### src/rtl/if_ex_pipeline_pkg.sv
// if_ex_pipeline_pkg: shared MIPS encodings, ID/EX register layout and forwarding helper.
package mips_pkg;
    localparam logic [3:0] ALU_ADD   = 4'b0000;
    localparam logic [3:0] ALU_SUB   = 4'b0001;
    localparam logic [3:0] ALU_RTYPE = 4'b0010;
    localparam logic [3:0] ALU_AND   = 4'b0011;
    localparam logic [3:0] ALU_OR    = 4'b0100;
    localparam logic [3:0] ALU_SLT   = 4'b0101;
    localparam logic [3:0] ALU_LUI   = 4'b0110;
    localparam logic [3:0] ALU_XOR   = 4'b0111;

    localparam logic [5:0] FN_ADD  = 6'b100000;
    localparam logic [5:0] FN_SUB  = 6'b100010;
    localparam logic [5:0] FN_AND  = 6'b100100;
    localparam logic [5:0] FN_OR   = 6'b100101;
    localparam logic [5:0] FN_XOR  = 6'b100110;
    localparam logic [5:0] FN_NOR  = 6'b100111;
    localparam logic [5:0] FN_SLT  = 6'b101010;
    localparam logic [5:0] FN_SLTU = 6'b101011;
    localparam logic [5:0] FN_SLL  = 6'b000000;
    localparam logic [5:0] FN_SRL  = 6'b000010;
    localparam logic [5:0] FN_SRA  = 6'b000011;

    localparam logic [1:0] FWD_REG = 2'b00;
    localparam logic [1:0] FWD_WB  = 2'b01;
    localparam logic [1:0] FWD_MEM = 2'b10;

    localparam logic [31:0] NOP = 32'h0000_0000;

    typedef struct packed {
        logic        mem_to_reg;
        logic        reg_write;
        logic        mem_write;
        logic        mem_read;
        logic        alu_src;
        logic        reg_dst;
        logic [3:0]  alu_op;
        logic [31:0] imm;
        logic [31:0] rs_data;
        logic [31:0] rt_data;
        logic [4:0]  rt_addr;
        logic [4:0]  rd_addr;
        logic [5:0]  funct;
    } id_ex_t;

    // Select code 11 is unused by the forwarding unit and falls back to the register value.
    function automatic logic [31:0] fwd_mux(input logic [1:0] sel, input logic [31:0] reg_val,
                                            input logic [31:0] wb_val, input logic [31:0] mem_val);
        return sel == FWD_WB ? wb_val : sel == FWD_MEM ? mem_val : reg_val;
    endfunction
endpackage

### src/rtl/if_ex_pipeline_if.sv
// if_ex_pipeline_if: fetch/decode inputs, forwarding inputs and execute-stage outputs.
interface if_ex_pipeline_if;
    logic        hazard, flushId;
    logic [31:0] pcIf, instructionIf, pcId, instructionId;
    logic        memToRegId, regWriteId, memWriteId, memReadId, aluSrcId, regDstId;
    logic [3:0]  aluOpId;
    logic [31:0] immediateExtendedId, dataRsId, dataRtId;
    logic [4:0]  addressRsId, addressRtId, addressRdId;
    logic [5:0]  funcId;
    logic [1:0]  forwardingMux0Ex, forwardingMux1Ex;
    logic [31:0] regWriteDataWb, aluResultMem;
    logic        memToRegExOutput, regWriteExOutput, memWriteExOutput, memReadExOutput;
    logic [31:0] aluResultEx, memWriteDataEx;
    logic [4:0]  regWriteRegisterEx;
    logic        aluResultZeroEx;

    modport master (
        output hazard, flushId, pcIf, instructionIf,
        output memToRegId, regWriteId, memWriteId, memReadId, aluSrcId, regDstId, aluOpId,
        output immediateExtendedId, dataRsId, dataRtId, addressRsId, addressRtId, addressRdId, funcId,
        output forwardingMux0Ex, forwardingMux1Ex, regWriteDataWb, aluResultMem,
        input  pcId, instructionId,
        input  memToRegExOutput, regWriteExOutput, memWriteExOutput, memReadExOutput,
        input  aluResultEx, memWriteDataEx, regWriteRegisterEx, aluResultZeroEx
    );

    modport slave (
        input  hazard, flushId, pcIf, instructionIf,
        input  memToRegId, regWriteId, memWriteId, memReadId, aluSrcId, regDstId, aluOpId,
        input  immediateExtendedId, dataRsId, dataRtId, addressRsId, addressRtId, addressRdId, funcId,
        input  forwardingMux0Ex, forwardingMux1Ex, regWriteDataWb, aluResultMem,
        output pcId, instructionId,
        output memToRegExOutput, regWriteExOutput, memWriteExOutput, memReadExOutput,
        output aluResultEx, memWriteDataEx, regWriteRegisterEx, aluResultZeroEx
    );
endinterface

### src/rtl/if_ex_pipeline_alu.sv
// alu: MIPS execute-stage ALU; aluOp selects a class, R-type decodes funct.
module alu
    import mips_pkg::*;
(
    input  logic [31:0] a,
    input  logic [31:0] b,
    input  logic [3:0]  alu_op,
    input  logic [5:0]  funct,
    input  logic [4:0]  shamt,
    output logic [31:0] result,
    output logic        zero
);
    logic [31:0] rtype;
    logic        lt_s, lt_u;

    assign lt_s = $signed(a) < $signed(b);
    assign lt_u = a < b;

    always_comb begin
        case (funct)
            FN_ADD:  rtype = a + b;
            FN_SUB:  rtype = a - b;
            FN_AND:  rtype = a & b;
            FN_OR:   rtype = a | b;
            FN_XOR:  rtype = a ^ b;
            FN_NOR:  rtype = ~(a | b);
            FN_SLT:  rtype = {31'b0, lt_s};
            FN_SLTU: rtype = {31'b0, lt_u};
            FN_SLL:  rtype = b << shamt;
            FN_SRL:  rtype = b >> shamt;
            FN_SRA:  rtype = $unsigned($signed(b) >>> shamt);
            default: rtype = '0;
        endcase
    end

    always_comb begin
        case (alu_op)
            ALU_SUB:   result = a - b;
            ALU_RTYPE: result = rtype;
            ALU_AND:   result = a & b;
            ALU_OR:    result = a | b;
            ALU_SLT:   result = {31'b0, lt_s};
            ALU_LUI:   result = {b[15:0], 16'h0};
            ALU_XOR:   result = a ^ b;
            default:   result = a + b;
        endcase
    end

    assign zero = result == '0;
endmodule

### src/rtl/if_ex_pipeline.sv
// if_ex_pipeline: IF/ID and ID/EX pipeline registers plus the combinational execute stage.
module if_ex_pipeline
    import mips_pkg::*;
(
    input logic           clk,
    input logic           reset,
    if_ex_pipeline_if.slave bus
);
    logic [31:0] pc_d, pc_q, instr_d, instr_q;
    id_ex_t      id_ex_d, id_ex_q;
    logic [31:0] op_a, rt_fwd, op_b;

    // Flush outranks stall so a taken branch never keeps a wrong-path instruction.
    always_comb begin
        pc_d    = bus.flushId ? 32'h0 : bus.hazard ? pc_q : bus.pcIf;
        instr_d = bus.flushId ? NOP : bus.hazard ? instr_q : bus.instructionIf;
    end

    always_ff @(posedge clk) begin
        if (reset) begin
            pc_q    <= '0;
            instr_q <= NOP;
        end else begin
            pc_q    <= pc_d;
            instr_q <= instr_d;
        end
    end

    // A stall turns the decoded instruction into a bubble by dropping its side effects.
    always_comb begin
        id_ex_d.mem_to_reg = bus.memToRegId & ~bus.hazard;
        id_ex_d.reg_write  = bus.regWriteId & ~bus.hazard;
        id_ex_d.mem_write  = bus.memWriteId & ~bus.hazard;
        id_ex_d.mem_read   = bus.memReadId & ~bus.hazard;
        id_ex_d.alu_src    = bus.aluSrcId;
        id_ex_d.reg_dst    = bus.regDstId;
        id_ex_d.alu_op     = bus.aluOpId;
        id_ex_d.imm        = bus.immediateExtendedId;
        id_ex_d.rs_data    = bus.dataRsId;
        id_ex_d.rt_data    = bus.dataRtId;
        id_ex_d.rt_addr    = bus.addressRtId;
        id_ex_d.rd_addr    = bus.addressRdId;
        id_ex_d.funct      = bus.funcId;
    end

    always_ff @(posedge clk) begin
        if (reset) id_ex_q <= '0;
        else id_ex_q <= id_ex_d;
    end

    always_comb begin
        op_a   = fwd_mux(bus.forwardingMux0Ex, id_ex_q.rs_data, bus.regWriteDataWb, bus.aluResultMem);
        rt_fwd = fwd_mux(bus.forwardingMux1Ex, id_ex_q.rt_data, bus.regWriteDataWb, bus.aluResultMem);
        op_b   = id_ex_q.alu_src ? id_ex_q.imm : rt_fwd;
    end

    alu u_alu (
        .a      (op_a),
        .b      (op_b),
        .alu_op (id_ex_q.alu_op),
        .funct  (id_ex_q.funct),
        .shamt  (id_ex_q.imm[10:6]),
        .result (bus.aluResultEx),
        .zero   (bus.aluResultZeroEx)
    );

    assign bus.pcId               = pc_q;
    assign bus.instructionId      = instr_q;
    assign bus.memToRegExOutput   = id_ex_q.mem_to_reg;
    assign bus.regWriteExOutput   = id_ex_q.reg_write;
    assign bus.memWriteExOutput   = id_ex_q.mem_write;
    assign bus.memReadExOutput    = id_ex_q.mem_read;
    assign bus.memWriteDataEx     = rt_fwd;
    assign bus.regWriteRegisterEx = id_ex_q.reg_dst ? id_ex_q.rd_addr : id_ex_q.rt_addr;
endmodule

### src/flat_wrapper.sv
// flat-port wrapper written by rule: the top's interface ports become plain ports
module if_ex_pipeline_flat import mips_pkg::*;
  (clk, reset, bus_hazard, bus_flushId, bus_pcIf, bus_instructionIf, bus_memToRegId, bus_regWriteId, bus_memWriteId, bus_memReadId, bus_aluSrcId, bus_regDstId, bus_aluOpId, bus_immediateExtendedId, bus_dataRsId, bus_dataRtId, bus_addressRsId, bus_addressRtId, bus_addressRdId, bus_funcId, bus_forwardingMux0Ex, bus_forwardingMux1Ex, bus_regWriteDataWb, bus_aluResultMem, bus_pcId, bus_instructionId, bus_memToRegExOutput, bus_regWriteExOutput, bus_memWriteExOutput, bus_memReadExOutput, bus_aluResultEx, bus_memWriteDataEx, bus_regWriteRegisterEx, bus_aluResultZeroEx);
  if_ex_pipeline_if bus_i ();
  input logic clk;
  input logic reset;
  input wire logic [$bits(bus_i.hazard)-1:0] bus_hazard;
  input wire logic [$bits(bus_i.flushId)-1:0] bus_flushId;
  input wire logic [$bits(bus_i.pcIf)-1:0] bus_pcIf;
  input wire logic [$bits(bus_i.instructionIf)-1:0] bus_instructionIf;
  input wire logic [$bits(bus_i.memToRegId)-1:0] bus_memToRegId;
  input wire logic [$bits(bus_i.regWriteId)-1:0] bus_regWriteId;
  input wire logic [$bits(bus_i.memWriteId)-1:0] bus_memWriteId;
  input wire logic [$bits(bus_i.memReadId)-1:0] bus_memReadId;
  input wire logic [$bits(bus_i.aluSrcId)-1:0] bus_aluSrcId;
  input wire logic [$bits(bus_i.regDstId)-1:0] bus_regDstId;
  input wire logic [$bits(bus_i.aluOpId)-1:0] bus_aluOpId;
  input wire logic [$bits(bus_i.immediateExtendedId)-1:0] bus_immediateExtendedId;
  input wire logic [$bits(bus_i.dataRsId)-1:0] bus_dataRsId;
  input wire logic [$bits(bus_i.dataRtId)-1:0] bus_dataRtId;
  input wire logic [$bits(bus_i.addressRsId)-1:0] bus_addressRsId;
  input wire logic [$bits(bus_i.addressRtId)-1:0] bus_addressRtId;
  input wire logic [$bits(bus_i.addressRdId)-1:0] bus_addressRdId;
  input wire logic [$bits(bus_i.funcId)-1:0] bus_funcId;
  input wire logic [$bits(bus_i.forwardingMux0Ex)-1:0] bus_forwardingMux0Ex;
  input wire logic [$bits(bus_i.forwardingMux1Ex)-1:0] bus_forwardingMux1Ex;
  input wire logic [$bits(bus_i.regWriteDataWb)-1:0] bus_regWriteDataWb;
  input wire logic [$bits(bus_i.aluResultMem)-1:0] bus_aluResultMem;
  output wire logic [$bits(bus_i.pcId)-1:0] bus_pcId;
  output wire logic [$bits(bus_i.instructionId)-1:0] bus_instructionId;
  output wire logic [$bits(bus_i.memToRegExOutput)-1:0] bus_memToRegExOutput;
  output wire logic [$bits(bus_i.regWriteExOutput)-1:0] bus_regWriteExOutput;
  output wire logic [$bits(bus_i.memWriteExOutput)-1:0] bus_memWriteExOutput;
  output wire logic [$bits(bus_i.memReadExOutput)-1:0] bus_memReadExOutput;
  output wire logic [$bits(bus_i.aluResultEx)-1:0] bus_aluResultEx;
  output wire logic [$bits(bus_i.memWriteDataEx)-1:0] bus_memWriteDataEx;
  output wire logic [$bits(bus_i.regWriteRegisterEx)-1:0] bus_regWriteRegisterEx;
  output wire logic [$bits(bus_i.aluResultZeroEx)-1:0] bus_aluResultZeroEx;
  assign bus_i.hazard = bus_hazard;
  assign bus_i.flushId = bus_flushId;
  assign bus_i.pcIf = bus_pcIf;
  assign bus_i.instructionIf = bus_instructionIf;
  assign bus_i.memToRegId = bus_memToRegId;
  assign bus_i.regWriteId = bus_regWriteId;
  assign bus_i.memWriteId = bus_memWriteId;
  assign bus_i.memReadId = bus_memReadId;
  assign bus_i.aluSrcId = bus_aluSrcId;
  assign bus_i.regDstId = bus_regDstId;
  assign bus_i.aluOpId = bus_aluOpId;
  assign bus_i.immediateExtendedId = bus_immediateExtendedId;
  assign bus_i.dataRsId = bus_dataRsId;
  assign bus_i.dataRtId = bus_dataRtId;
  assign bus_i.addressRsId = bus_addressRsId;
  assign bus_i.addressRtId = bus_addressRtId;
  assign bus_i.addressRdId = bus_addressRdId;
  assign bus_i.funcId = bus_funcId;
  assign bus_i.forwardingMux0Ex = bus_forwardingMux0Ex;
  assign bus_i.forwardingMux1Ex = bus_forwardingMux1Ex;
  assign bus_i.regWriteDataWb = bus_regWriteDataWb;
  assign bus_i.aluResultMem = bus_aluResultMem;
  assign bus_pcId = bus_i.pcId;
  assign bus_instructionId = bus_i.instructionId;
  assign bus_memToRegExOutput = bus_i.memToRegExOutput;
  assign bus_regWriteExOutput = bus_i.regWriteExOutput;
  assign bus_memWriteExOutput = bus_i.memWriteExOutput;
  assign bus_memReadExOutput = bus_i.memReadExOutput;
  assign bus_aluResultEx = bus_i.aluResultEx;
  assign bus_memWriteDataEx = bus_i.memWriteDataEx;
  assign bus_regWriteRegisterEx = bus_i.regWriteRegisterEx;
  assign bus_aluResultZeroEx = bus_i.aluResultZeroEx;
  if_ex_pipeline u_core (.clk(clk), .reset(reset), .bus(bus_i));
endmodule
### config.mk
export PLATFORM = sky130hd
export DESIGN_NAME = if_ex_pipeline_flat
export DESIGN_NICKNAME = d
export VERILOG_FILES = /design/src/rtl/if_ex_pipeline_pkg.sv /design/src/rtl/if_ex_pipeline_if.sv /design/src/rtl/if_ex_pipeline_alu.sv /design/src/rtl/if_ex_pipeline.sv /design/src/flat_wrapper.sv
export SDC_FILE = /design/constraint.sdc
export NUM_CORES = 1
export LEC_CHECK = 0
export BUFFER_PORTS_ARGS = -buffer_cell sky130_fd_sc_hd__buf_2
export CORE_ASPECT_RATIO = 1.4
export CORE_MARGIN = 3
export CORE_UTILIZATION = 40
export CTS_CLUSTER_SIZE = 16
export DETAILED_ROUTE_END_ITERATION = 7
export GPL_ROUTABILITY_DRIVEN = 1
export PLACE_DENSITY = 0.6
export SYNTH_ARGS = -nofsm -noshare
export SYNTH_HDL_FRONTEND = slang
export SYNTH_SLANG_ARGS = --single-unit
### constraint.sdc
create_clock -name clk -period 12.5 [get_ports clk]
set_input_delay 0.625 -clock clk [delete_from_list [all_inputs] [get_ports clk]]
set_output_delay 0.625 -clock clk [all_outputs]
set_load 0.05 [all_outputs]
**After elaboration in Yosys (flattened, before gate mapping)**

Cells that the tools add are included.

- Add/subtract/negate cells: 2
- $lt $le $gt $ge: 2
- Equality and inequality tests: 21
- Shift-type cells: 3
- Multiplexer cells: 8
- Bitwise gates (word level): 9
- Reduce and logical (&&, ||, !) cells: 3

Operator list:

| operator | number |
|---|---|
| 32-bit one-hot mux with 11 select lines | 1 |
| 32-bit one-hot mux with 7 select lines | 1 |
| 32-bit two-way mux | 5 |
| 32-bit less-than comparator | 2 |
| 6-bit == test, second input constant | 8 |
| 32-bit adder | 1 |
| 32-bit bitwise AND | 1 |
| 32-bit logical NOT | 1 |
| 32-bit NOT | 1 |
| 32-bit OR | 1 |
| 32-bit by 5-bit << shifter with 32-bit output | 1 |
| 32-bit by 5-bit right shift with 32-bit output | 1 |
| 32-bit by 5-bit >>> shifter with 32-bit output | 1 |
| 32-bit subtractor | 1 |
| 32-bit bitwise XOR | 1 |
| 4-bit by 3-bit == test with 1-bit output, second input constant | 4 |
| 6-bit by 2-bit == test with 1-bit output, second input constant | 2 |
| 4-bit by 2-bit == test with 1-bit output, second input constant | 2 |
| 6-bit logical NOT | 1 |
| 5-bit two-way mux | 1 |
| 1-bit bitwise AND | 4 |
| 2-bit by 1-bit == test with 1-bit output, second input constant | 2 |
| 2-bit == test, second input constant | 2 |
| 4-bit by 1-bit == test with 1-bit output, second input constant | 1 |
| other kinds (2) | 2 |

- Register bits after elaboration: 186
- Input port bits: 263
- Output and inout bits: 138
- Logic and storage cells: 63

**Logic depth before layout (Yosys ltp)**

Gate-level depths: netlist of run 1.

- Depth after elaboration: 9
- Depth in mapped cells: 24
- Gate-level depth less buffers: 19

**Modules after synthesis**

Synthesis of run 1 repeated with hierarchy kept, for this count alone.

- Cells, all modules: 2658
- Area, all modules: 20792.4 um^2

By module, submodules not included:

| module | times used | cells each | area an instance (um^2) | seq. area each (um^2) |
|---|---|---|---|---|
| alu | 1 | 1791 | 12052.8 | 0.0 |
| if_ex_pipeline | 1 | 867 | 8739.6 | 3723.6 |

**Worst setup path after synthesis of run 1**

Ideal clock, no wire load.

- Kind: register -> output
- Start: register u_core.id_ex_q[117] in the netlist's numbering
- End: output bus_aluResultZeroEx
- Arrival: 6.343 ns
- Data required time: 11.875 ns
- Slack: 5.532 ns
- Stages on the path, launching flop included: 25
- Cell sequence: dfxtp_1 buf_2 buf_2 buf_2 clkbuf_1 clkbuf_1 clkbuf_1 buf_1 nand2_1 o21ai_0 inv_1 ha_1 clkbuf_1 nand2_1 or3_1 nor3_1 nand3b_1 a21oi_1 o21a_1 xnor2_1 a2111oi_0 a31o_1 a22oi_1 or3_1 nor4_2

- Cells in the longest elaborated chain, start to end: 6
- Elaborated cells between the ends (all ways): 15

Ends and longest elaborated chain:

| element | RTL line | source |
|---|---|---|
| from (decl) | if_ex_pipeline.sv:10 | `id_ex_t id_ex_d, id_ex_q;` |
| from (signal assigned) | if_ex_pipeline.sv:48 | `else id_ex_q <= id_ex_d;` |
| 32-bit two-way mux (*) | if_ex_pipeline.sv:54 | `op_b = id_ex_q.alu_src ? id_ex_q.imm : rt_fwd;` |
| branches (longest 3 deep; another with 32-bit subtractor) | n/a |  |
| 32-bit one-hot mux with 7 select lines (*) | if_ex_pipeline_alu.sv:37 | `case (alu_op)` |
| net bus_aluResultEx[28] | flat_wrapper.sv:35 | `output wire logic [$bits(bus_i.aluResultEx)-1:0] bus_aluResultEx;` |
| 32-bit logical NOT (*) | if_ex_pipeline_alu.sv:49 | `assign zero = result == '0;` |
| to (decl) | flat_wrapper.sv:38 | `output wire logic [$bits(bus_i.aluResultZeroEx)-1:0] bus_aluResultZeroEx;` |

Mark *: on every way through the listed nets, which the timed path passes.

**Worst setup path after layout of run 1**

- Start: input bus_forwardingMux1Ex[0]
- End: output bus_aluResultZeroEx

- Cells in the longest elaborated chain, start to end: 9
- Elaborated cells between the ends (all ways): 19

Ends and longest elaborated chain:

| element | RTL line | source |
|---|---|---|
| from (decl) | flat_wrapper.sv:26 | `input wire logic [$bits(bus_i.forwardingMux1Ex)-1:0] bus_forwardingMux1Ex;` |
| 2-bit == test | if_ex_pipeline_pkg.sv:49 | `return sel == FWD_WB ? wb_val : sel == FWD_MEM ? mem_val : reg_val;` |
| 32-bit two-way mux | if_ex_pipeline_pkg.sv:49 |  |
| 32-bit two-way mux (*) | if_ex_pipeline_pkg.sv:49 |  |
| 32-bit two-way mux (*) | if_ex_pipeline.sv:54 |  |
| branches (longest 3 deep; another with 32-bit subtractor) | n/a |  |
| 32-bit one-hot mux with 7 select lines (*) | if_ex_pipeline_alu.sv:37 |  |
| 32-bit logical NOT (*) | if_ex_pipeline_alu.sv:49 |  |

Mark *: on every way between the ends.

==> results.json, run 1 <==
{
  "status": "finished clean",
  "maxSlewViolCount": 0,
  "area_growth_pct": 15.3,
  "start_kind": "primary input",
  "cp.required_ns": 11.88,
  "grt_pass1_wl_microns": 178000,
  "tns_ns": 0,
  "drc": 0,
  "synthesis.area_sq_mm": 0.0209,
  "postSynthCellCount": 2855,
  "hold_path.class": "primary input to flop",
  "cts_buffer_depth": 2,
  "die_y_microns": 276,
  "synth_top_area_cell": "dfxtp_1",
  "overflow": 0,
  "syn_nets": 3216,
  "fin_crit_ns": 8.79,
  "dp_hpwl_microns": 101000,
  "multi_input_area_sq_mm": 0.0158,
  "nFillCells": 5321,
  "avgSynthCellArea_sq_um": 7.31,
  "num_vias": 25800,
  "first_pass_iters": 6,
  "critPathArrivalTime_ns": 8.16,
  "root_buffer": "clkbuf_16",
  "critPathKind": "primary input to output port",
  "core-area_sq_mm": 0.0514,
  "finalPower_w": 0.00292,
  "synth_area_leaders": "dfxtp_1 18%, mux2i_1 7.7%, ha_1 5.8%",
  "fmaxAchievable_ghz": 0.114,
  "post-place-ws_ns": 4.21,
  "cts_setup_buffers": 0,
  "grt_max_degree": 68,
  "pin_count": 401,
  "start_util_pct": 40.6,
  "yosysUniqueCellTypes": 93,
  "end_kind": "output port",
  "clk_latency_ns": 0.44,
  "synth_edf_count": 0,
  "gp_congestion": 1.16,
  "post_cts_resized": 0,
  "ir_worst_vdd_mv": 0.118,
  "finalCritPeriodShare_pct": 70.3,
  "worstPathMaxFanout": 52,
  "die_area_sq_mm": 0.0550,
  "whs_ns": 0.362,
  "cts_sinks": 186,
  "rsz0062_at_grt": "false",
  "tightest_slew_ns": 1.40,
  "leakagePower_nw": 10.2,
  "clk_pin_slew_ns": 0.09,
  "yosysTopAreaCellShare_pct": 17.8,
  "async_flop_share_pct": 0,
  "drt-initial-drc-count": 3207,
  "fin_skew_ns": 0,
  "nets": 3469,
  "ys_seq_elements": 186,
  "cts_buffers": 17,
  "layout-drive-gt1-share_pct": 21.3,
  "synth_ff_type": "dfxtp_1",
  "power-per-cell-area_mw_per_mm2": 121,
  "cts_tree": "yes",
  "setup_viol": 0,
  "fp-row-count": 98,
  "viasPerCell": 6.81,
  "grt_use_total_pct": 44.4,
  "relSlewSlack_pct": 5.57,
  "yosysSeqAreaShare_pct": 17.8,
  "hold_viol": 0,
  "wl_per_cell_microns": 33.7,
  "cap_violations": 0,
  "port_buffers": 395,
  "fin_ws_ns": 3.71,
  "antenna_found_initial": 23,
  "ant_nets": 0,
  "yosysWarnings": 0,
  "htree_levels": 4,
  "grt_pass1_vias": 24600,
  "postCtsHoldBufs": 0,
  "dieWidth_microns": 199,
  "wirelength_microns": 128000,
  "regArea_sq_mm": 0.00374
}
cells in the final DEF, fill, tap and decap left out, types with 19 or more instances in the layout:
| master | netlist | routed |
|---|---|---|
| o22ai_1 | 41 | 41 |
| a21o_1 | 22 | 22 |
| and2_1 | 19 | 19 |
| a21oi_1 | 184 | 184 |
| nor3_1 | 53 | 50 |
| buf_4 | 2 | 76 |
| o221ai_1 | 59 | 59 |
| nand2_1 | 249 | 249 |
| nor2_1 | 280 | 278 |
| mux2i_1 | 161 | 161 |
| buf_2 | 22 | 392 |
| a31oi_1 | 45 | 45 |
| inv_1 | 122 | 122 |
| nor2b_1 | 139 | 138 |
| o21a_1 | 49 | 49 |
| dfxtp_1 | 186 | 179 |
| ha_1 | 96 | 96 |
| o31ai_1 | 21 | 21 |
| o211ai_1 | 49 | 49 |
| or3b_1 | 23 | 23 |
| xnor2_1 | 42 | 42 |
| a221oi_1 | 30 | 30 |
| a211oi_1 | 29 | 29 |
| nand3_1 | 60 | 60 |
| mux2_2 | 65 | 65 |
| nand2b_1 | 35 | 35 |
| o21ai_0 | 167 | 165 |
logic make-up after synthesis:
group	Yosys count	synth area share (%)
adders and majority gates	98	5.95
muxes	242	13.0
DFF	186	17.8
buffers and inverters	373	6.96
xor gates and xnor gates	52	2.18
AOI/OAI and AO/OA	944	31.6
and+or+nand+nor	960	22.5
layer usage:
layer	part of all wire (%)	wire length, microns	global-route usage, %
met4	11	13900	37.6
met1	34	43100	48.2
met5	0.030	38	0
met2	45	56900	70.4
met3	11	13600	13.0
state kept, by name (all words and copies together), names as in the netlist:
name and flops:
u_core.bus.pcId 32, u_core.bus.instructionId 32, u_core.bus.memReadExOutput 1, u_core.id_ex_q 118
u_core.bus.regWriteExOutput 1, u_core.bus.memWriteExOutput 1, u_core.bus.memToRegExOutput 1
final timing paths:
check	endpoint	start	depth (start not counted)	slack [ns]
setup / recovery	bus_aluResultZeroEx	bus_forwardingMux1Ex[0]	20	3.71
hold / removal	u_core.bus.memReadExOutput	bus_memReadId	2	0.36
setup reg to reg	u_core.bus.instructionId[18]	u_core.bus.instructionId[18]	2	11.83
hold reg to reg	u_core.bus.pcId[24]	u_core.bus.pcId[24]	2	0.50
per-stage QoR:
step,utilization [%],instance area (sq um),instances
floorplan,-,20900,2855
global placement,45.5,23400,3739
detailed placement,45.5,23400,3739
CTS,46.8,24100,3771
global route,46.9,24100,3781
finish,46.9,24100,3783
where the power goes:
group / internal, W / leakage, nW / switching [W] / total [W]
combinational: 0.000486 / 8.32 / 0.00117 / 0.00166
clock: 0.000294 / 0.329 / 0.000316 / 0.000611
sequential: 0.000620 / 1.54 / 0.0000308 / 0.000651
total: 0.00140 / 10.2 / 0.00152 / 0.00292
cell type report:
class,count,share of cell area [%]
Clock inverter,15,1.02
Sequential cell,186,15.5
Multi-Input combinational cell,2296,65.5
Inverter,139,2.17
Timing Repair Buffer,468,10.5
Clock buffer,17,1.77
Tap cell,650,3.38
Antenna cell,12,0.125
cells in the mapped netlist, types with 15 or more instances:
library cell,n
a22oi_1,17
a21oi_1,184
a211oi_1,29
or2_2,16
o21a_1,49
dfxtp_1,186
nor2b_1,139
nand3_1,60
o211ai_1,49
a21o_1,22
xnor2_1,42
nor2_1,280
clkbuf_1,159
buf_2,22
a32oi_1,16
mux4_2,16
and2_1,19
mux2i_1,161
nor3_1,53
a31oi_1,45
or3b_1,23
nand2_1,249
o221ai_1,59
inv_1,122
buf_1,49
mux2_2,65
o31ai_1,21
o22ai_1,41
ha_1,96
o2111ai_1,15
a221oi_1,30
o21ai_0,167
nand2b_1,35
worst max-delay path: stages:
cell and delay (ns):
buf_2 0.07, buf_4 0.51, nand2b_1 0.63, o221ai_1 0.75
nor2_1 0.08, a21oi_1 0.81, ha_1 0.53, a2111oi_0 0.47
buf_4 0.21, o2111ai_1 0.13, nand3_1 0.46, o21ai_1 0.27
o41ai_1 0.75, mux2i_1 0.26, a41o_1 0.19, a22oi_1 0.15
nor3_1 0.21, nand4_1 0.37, nor4_2 0.33, buf_2 0.30
No activity file was read; power rests on OpenSTA's default activity.
==> run 2: changes to the inputs <==
--- a/config.mk
+++ b/config.mk
@@ -5,6 +5,7 @@
 export SDC_FILE = /design/constraint.sdc
 export NUM_CORES = 1
 export LEC_CHECK = 0
+export ABC_AREA = 1
 export BUFFER_PORTS_ARGS = -buffer_cell sky130_fd_sc_hd__buf_2
 export CORE_ASPECT_RATIO = 1.4
 export CORE_MARGIN = 3
@@ -12,7 +13,7 @@
 export CTS_CLUSTER_SIZE = 16
 export DETAILED_ROUTE_END_ITERATION = 7
 export GPL_ROUTABILITY_DRIVEN = 1
-export PLACE_DENSITY = 0.6
+export PLACE_DENSITY = 0.63
 export SYNTH_ARGS = -nofsm -noshare
 export SYNTH_HDL_FRONTEND = slang
 export SYNTH_SLANG_ARGS = --single-unit
==> constraint.sdc (replaced) <==
create_clock -name clk -period 7.65 [get_ports clk]
set_input_delay 0.3825 -clock clk [delete_from_list [all_inputs] [get_ports clk]]
set_output_delay 0.3825 -clock clk [all_outputs]
set_load 0.05 [all_outputs]
==> results.json, run 2 <==
{
  "status": "finished with violations",
  "violations": "DRC, slew limit",
  "rsz0062_at_grt": "false",
  "worstPathMaxFanout": 22,
  "grt_pass1_wl_microns": 174000,
  "grt_pass1_vias": 24800,
  "cts_tree": "yes",
  "critPathArrivalTime_ns": 6.62,
  "async_flop_share_pct": 0,
  "tns_ns": 0,
  "final_common_cell": "nand2_1",
  "rrSetupSlack_ns": 6.94,
  "synth_edf_count": 0,
  "yosysMostFrequentCell": "nand2_1",
  "clkPwrFrac_pct": 20.7,
  "htree_levels": 4,
  "first_pass_iters": 8,
  "power_frac_comb_pct": 56.5,
  "clk_pin_slew_ns": 0.11,
  "clk_latency_ns": 0.44,
  "reg2regPathDepth": 2,
  "cts_buffer_depth": 2,
  "grt_max_degree": 84,
  "post-place-ws_ns": 1.37,
  "grt_use_total_pct": 48.0,
  "start_util_pct": 40.9,
  "die_y_microns": 267,
  "pin_count": 401,
  "yosysTopAreaCellShare_pct": 19.3,
  "cpPeakStageDelay_ns": 0.83,
  "cts_sinks": 186,
  "drc": 14,
  "worstHoldPathCells": 3,
  "setup_viol": 0,
  "tightest_slew_ns": 1.58,
  "ys_top_cells_by_count": "997 x nand2_1, 576 x nand3_1, 443 x inv_1",
  "final_core_util_pct": 47.5,
  "finalPower_w": 0.00453,
  "postSynthCellCount": 3470,
  "hold_viol": 0,
  "end_kind": "output port",
  "fp-row-count": 94,
  "yosysWarnings": 0,
  "layout-drive-gt1-share_pct": 15.9,
  "yosysSeqAreaShare_pct": 19.2,
  "largest_register_ffs": 118,
  "largest_register": "u_core.id_ex_q",
  "internal-power_w": 0.00207,
  "dp_hpwl_microns": 98000,
  "root_buffer": "clkbuf_16",
  "ys_seq_elements": 186,
  "crit_buf_inv": 5,
  "yosysUniqueCellTypes": 55,
  "r2r_start": "u_core.bus.instructionId[12]",
  "path_depth": 29,
  "wl_per_cell_microns": 28.4,
  "avgSynthCellArea_sq_um": 5.60,
  "fin_skew_ns": 0,
  "most-common-layout-cells": "996 x nand2_1, 576 x nand3_1, 442 x inv_1",
  "area_growth_pct": 16.4,
  "r2r_end": "u_core.bus.instructionId[12]",
  "finalCritPeriodShare_pct": 91.6,
  "nets": 4129,
  "antenna_found_initial": 30,
  "synth_area_leaders": "nand2_1 19%, dfxtp_1 19%, nand3_1 15%",
  "fmaxAchievable_ghz": 0.143,
  "num_vias": 26100,
  "overflow": 0,
  "fin_crit_ns": 7.01,
  "syn_nets": 3831,
  "cp_common_cell": "nand2_1",
  "cp.required_ns": 7.27,
  "synth_top_area_cell": "nand2_1",
  "cap_violations": 0,
  "cts_setup_buffers": 0,
  "seq_power_share_pct": 22.8,
  "core-area_sq_mm": 0.0475,
  "crit_family": "simple AND/OR/NAND/NOR gates",
  "port_buffers": 395,
  "critPathKind": "primary input to output port",
  "gp_congestion": 1.12,
  "cp-endpoint": "bus_aluResultZeroEx",
  "timing.critical_path.from": "bus_forwardingMux1Ex[1]",
  "drt-initial-drc-count": 3085,
  "fin_ws_ns": 0.643,
  "viasPerCell": 5.89,
  "netSwitchingPower_w": 0.00246,
  "switching_share_pct": 54.3,
  "synthesis.area_sq_mm": 0.0194,
  "leakagePower_nw": 12.3,
  "power-per-cell-area_mw_per_mm2": 201,
  "cts_buffers": 17,
  "whs_ns": 0.108,
  "hold_path.class": "primary input to flop",
  "wirelength_microns": 126000,
  "relSlewSlack_pct": -5.40,
  "die_area_sq_mm": 0.0513,
  "maxSlewViolCount": 1,
  "postCtsHoldBufs": 0,
  "ant_nets": 0,
  "synth_ff_type": "dfxtp_1",
  "slowest_stage": "nor2_1",
  "ir_worst_vdd_mv": 0.389,
  "start_kind": "primary input",
  "dieWidth_microns": 192,
  "post_cts_resized": 0
}
## run 2: cell types whose count changed in the layout (fill, tap and decap cells not counted), sizes merged, moves of 40 or more
cell	delta
o211ai	-40
mux2i	-159
o221ai	-54
nand3	+549
nand2	+761
nand4	+40
inv	+311
mux2	-60
xnor2	-42
o21a	-45
nor2b	-139
a31oi	-41
## run 2: how the worst min path moves through the flow
stage	start	endpoint	slack, ns
2_1_floorplan	bus_funcId[0]	u_core.id_ex_q[0]	0.49
3_3_place_gp	u_core.bus.pcId[1]	u_core.bus.pcId[1]	0.45
3_5_place_dp	u_core.bus.instructionId[24]	u_core.bus.instructionId[24]	0.46
4_1_cts	bus_immediateExtendedId[28]	u_core.id_ex_q[108]	0.1
5_1_grt	bus_dataRsId[13]	u_core.id_ex_q[61]	0.11
6_report	bus_immediateExtendedId[28]	u_core.id_ex_q[108]	0.11
## run 2: per-stage QoR
step	instances	instance area (sq um)
finish	4423	22600
global route	4417	22600
CTS	4405	22500
detailed placement	4373	21900
global placement	4373	21900
floorplan	3470	19400
## run 2: power by group through the flow
stage	Sequential, W	Combinational [W]	Clock, W
CTS	0.00103	0.00239	0.000939
detailed placement	0.00105	0.00238	0
global placement	0.00105	0.00239	0
finish	0.00103	0.00256	0.000937
global route	0.00104	0.00267	0.000970
floorplan	0.00109	0.00143	0
## run 2: logic make-up after synthesis
| family | after synthesis | share of synthesized area, % |
|---|---|---|
| flops | 186 | 19.2 |
| mux | 7 | 0.393 |
| compound gates | 450 | 13.3 |
| simple gates | 2046 | 46.0 |
| xor+xnor | 33 | 1.49 |
| fa+ha+maj | 98 | 6.39 |
| buf+inv | 650 | 13.2 |
## run 2: tightest hold or removal path: cells and delay by family
family,cells,cell delay [ns]
buffers and inverters,2,0.13
and+or+nand+nor,1,0.03
## run 2: cell type report
| class | instances | area (sq um) |
|---|---|---|
| inverters | 465 | 1750 |
| diodes | 18 | 45.0 |
| multi-input cells | 2634 | 13200 |
| repair buffers | 464 | 2500 |
| clock buffers | 17 | 425 |
| clock inverters | 15 | 200 |
| well taps | 624 | 781 |
| fillers | 5503 | 24900 |
| flip-flops and latches | 186 | 3730 |
## run 2: layer usage
layer | global-route usage [%] | share of wire, % | vias up
met1 | 48.4 | 33 | 11900
li1 | - | - | 11900
met5 | 0 | 0.085 | -
met4 | 45.9 | 12 | 16
met3 | 19.8 | 12 | 591
met2 | 73.7 | 43 | 1743
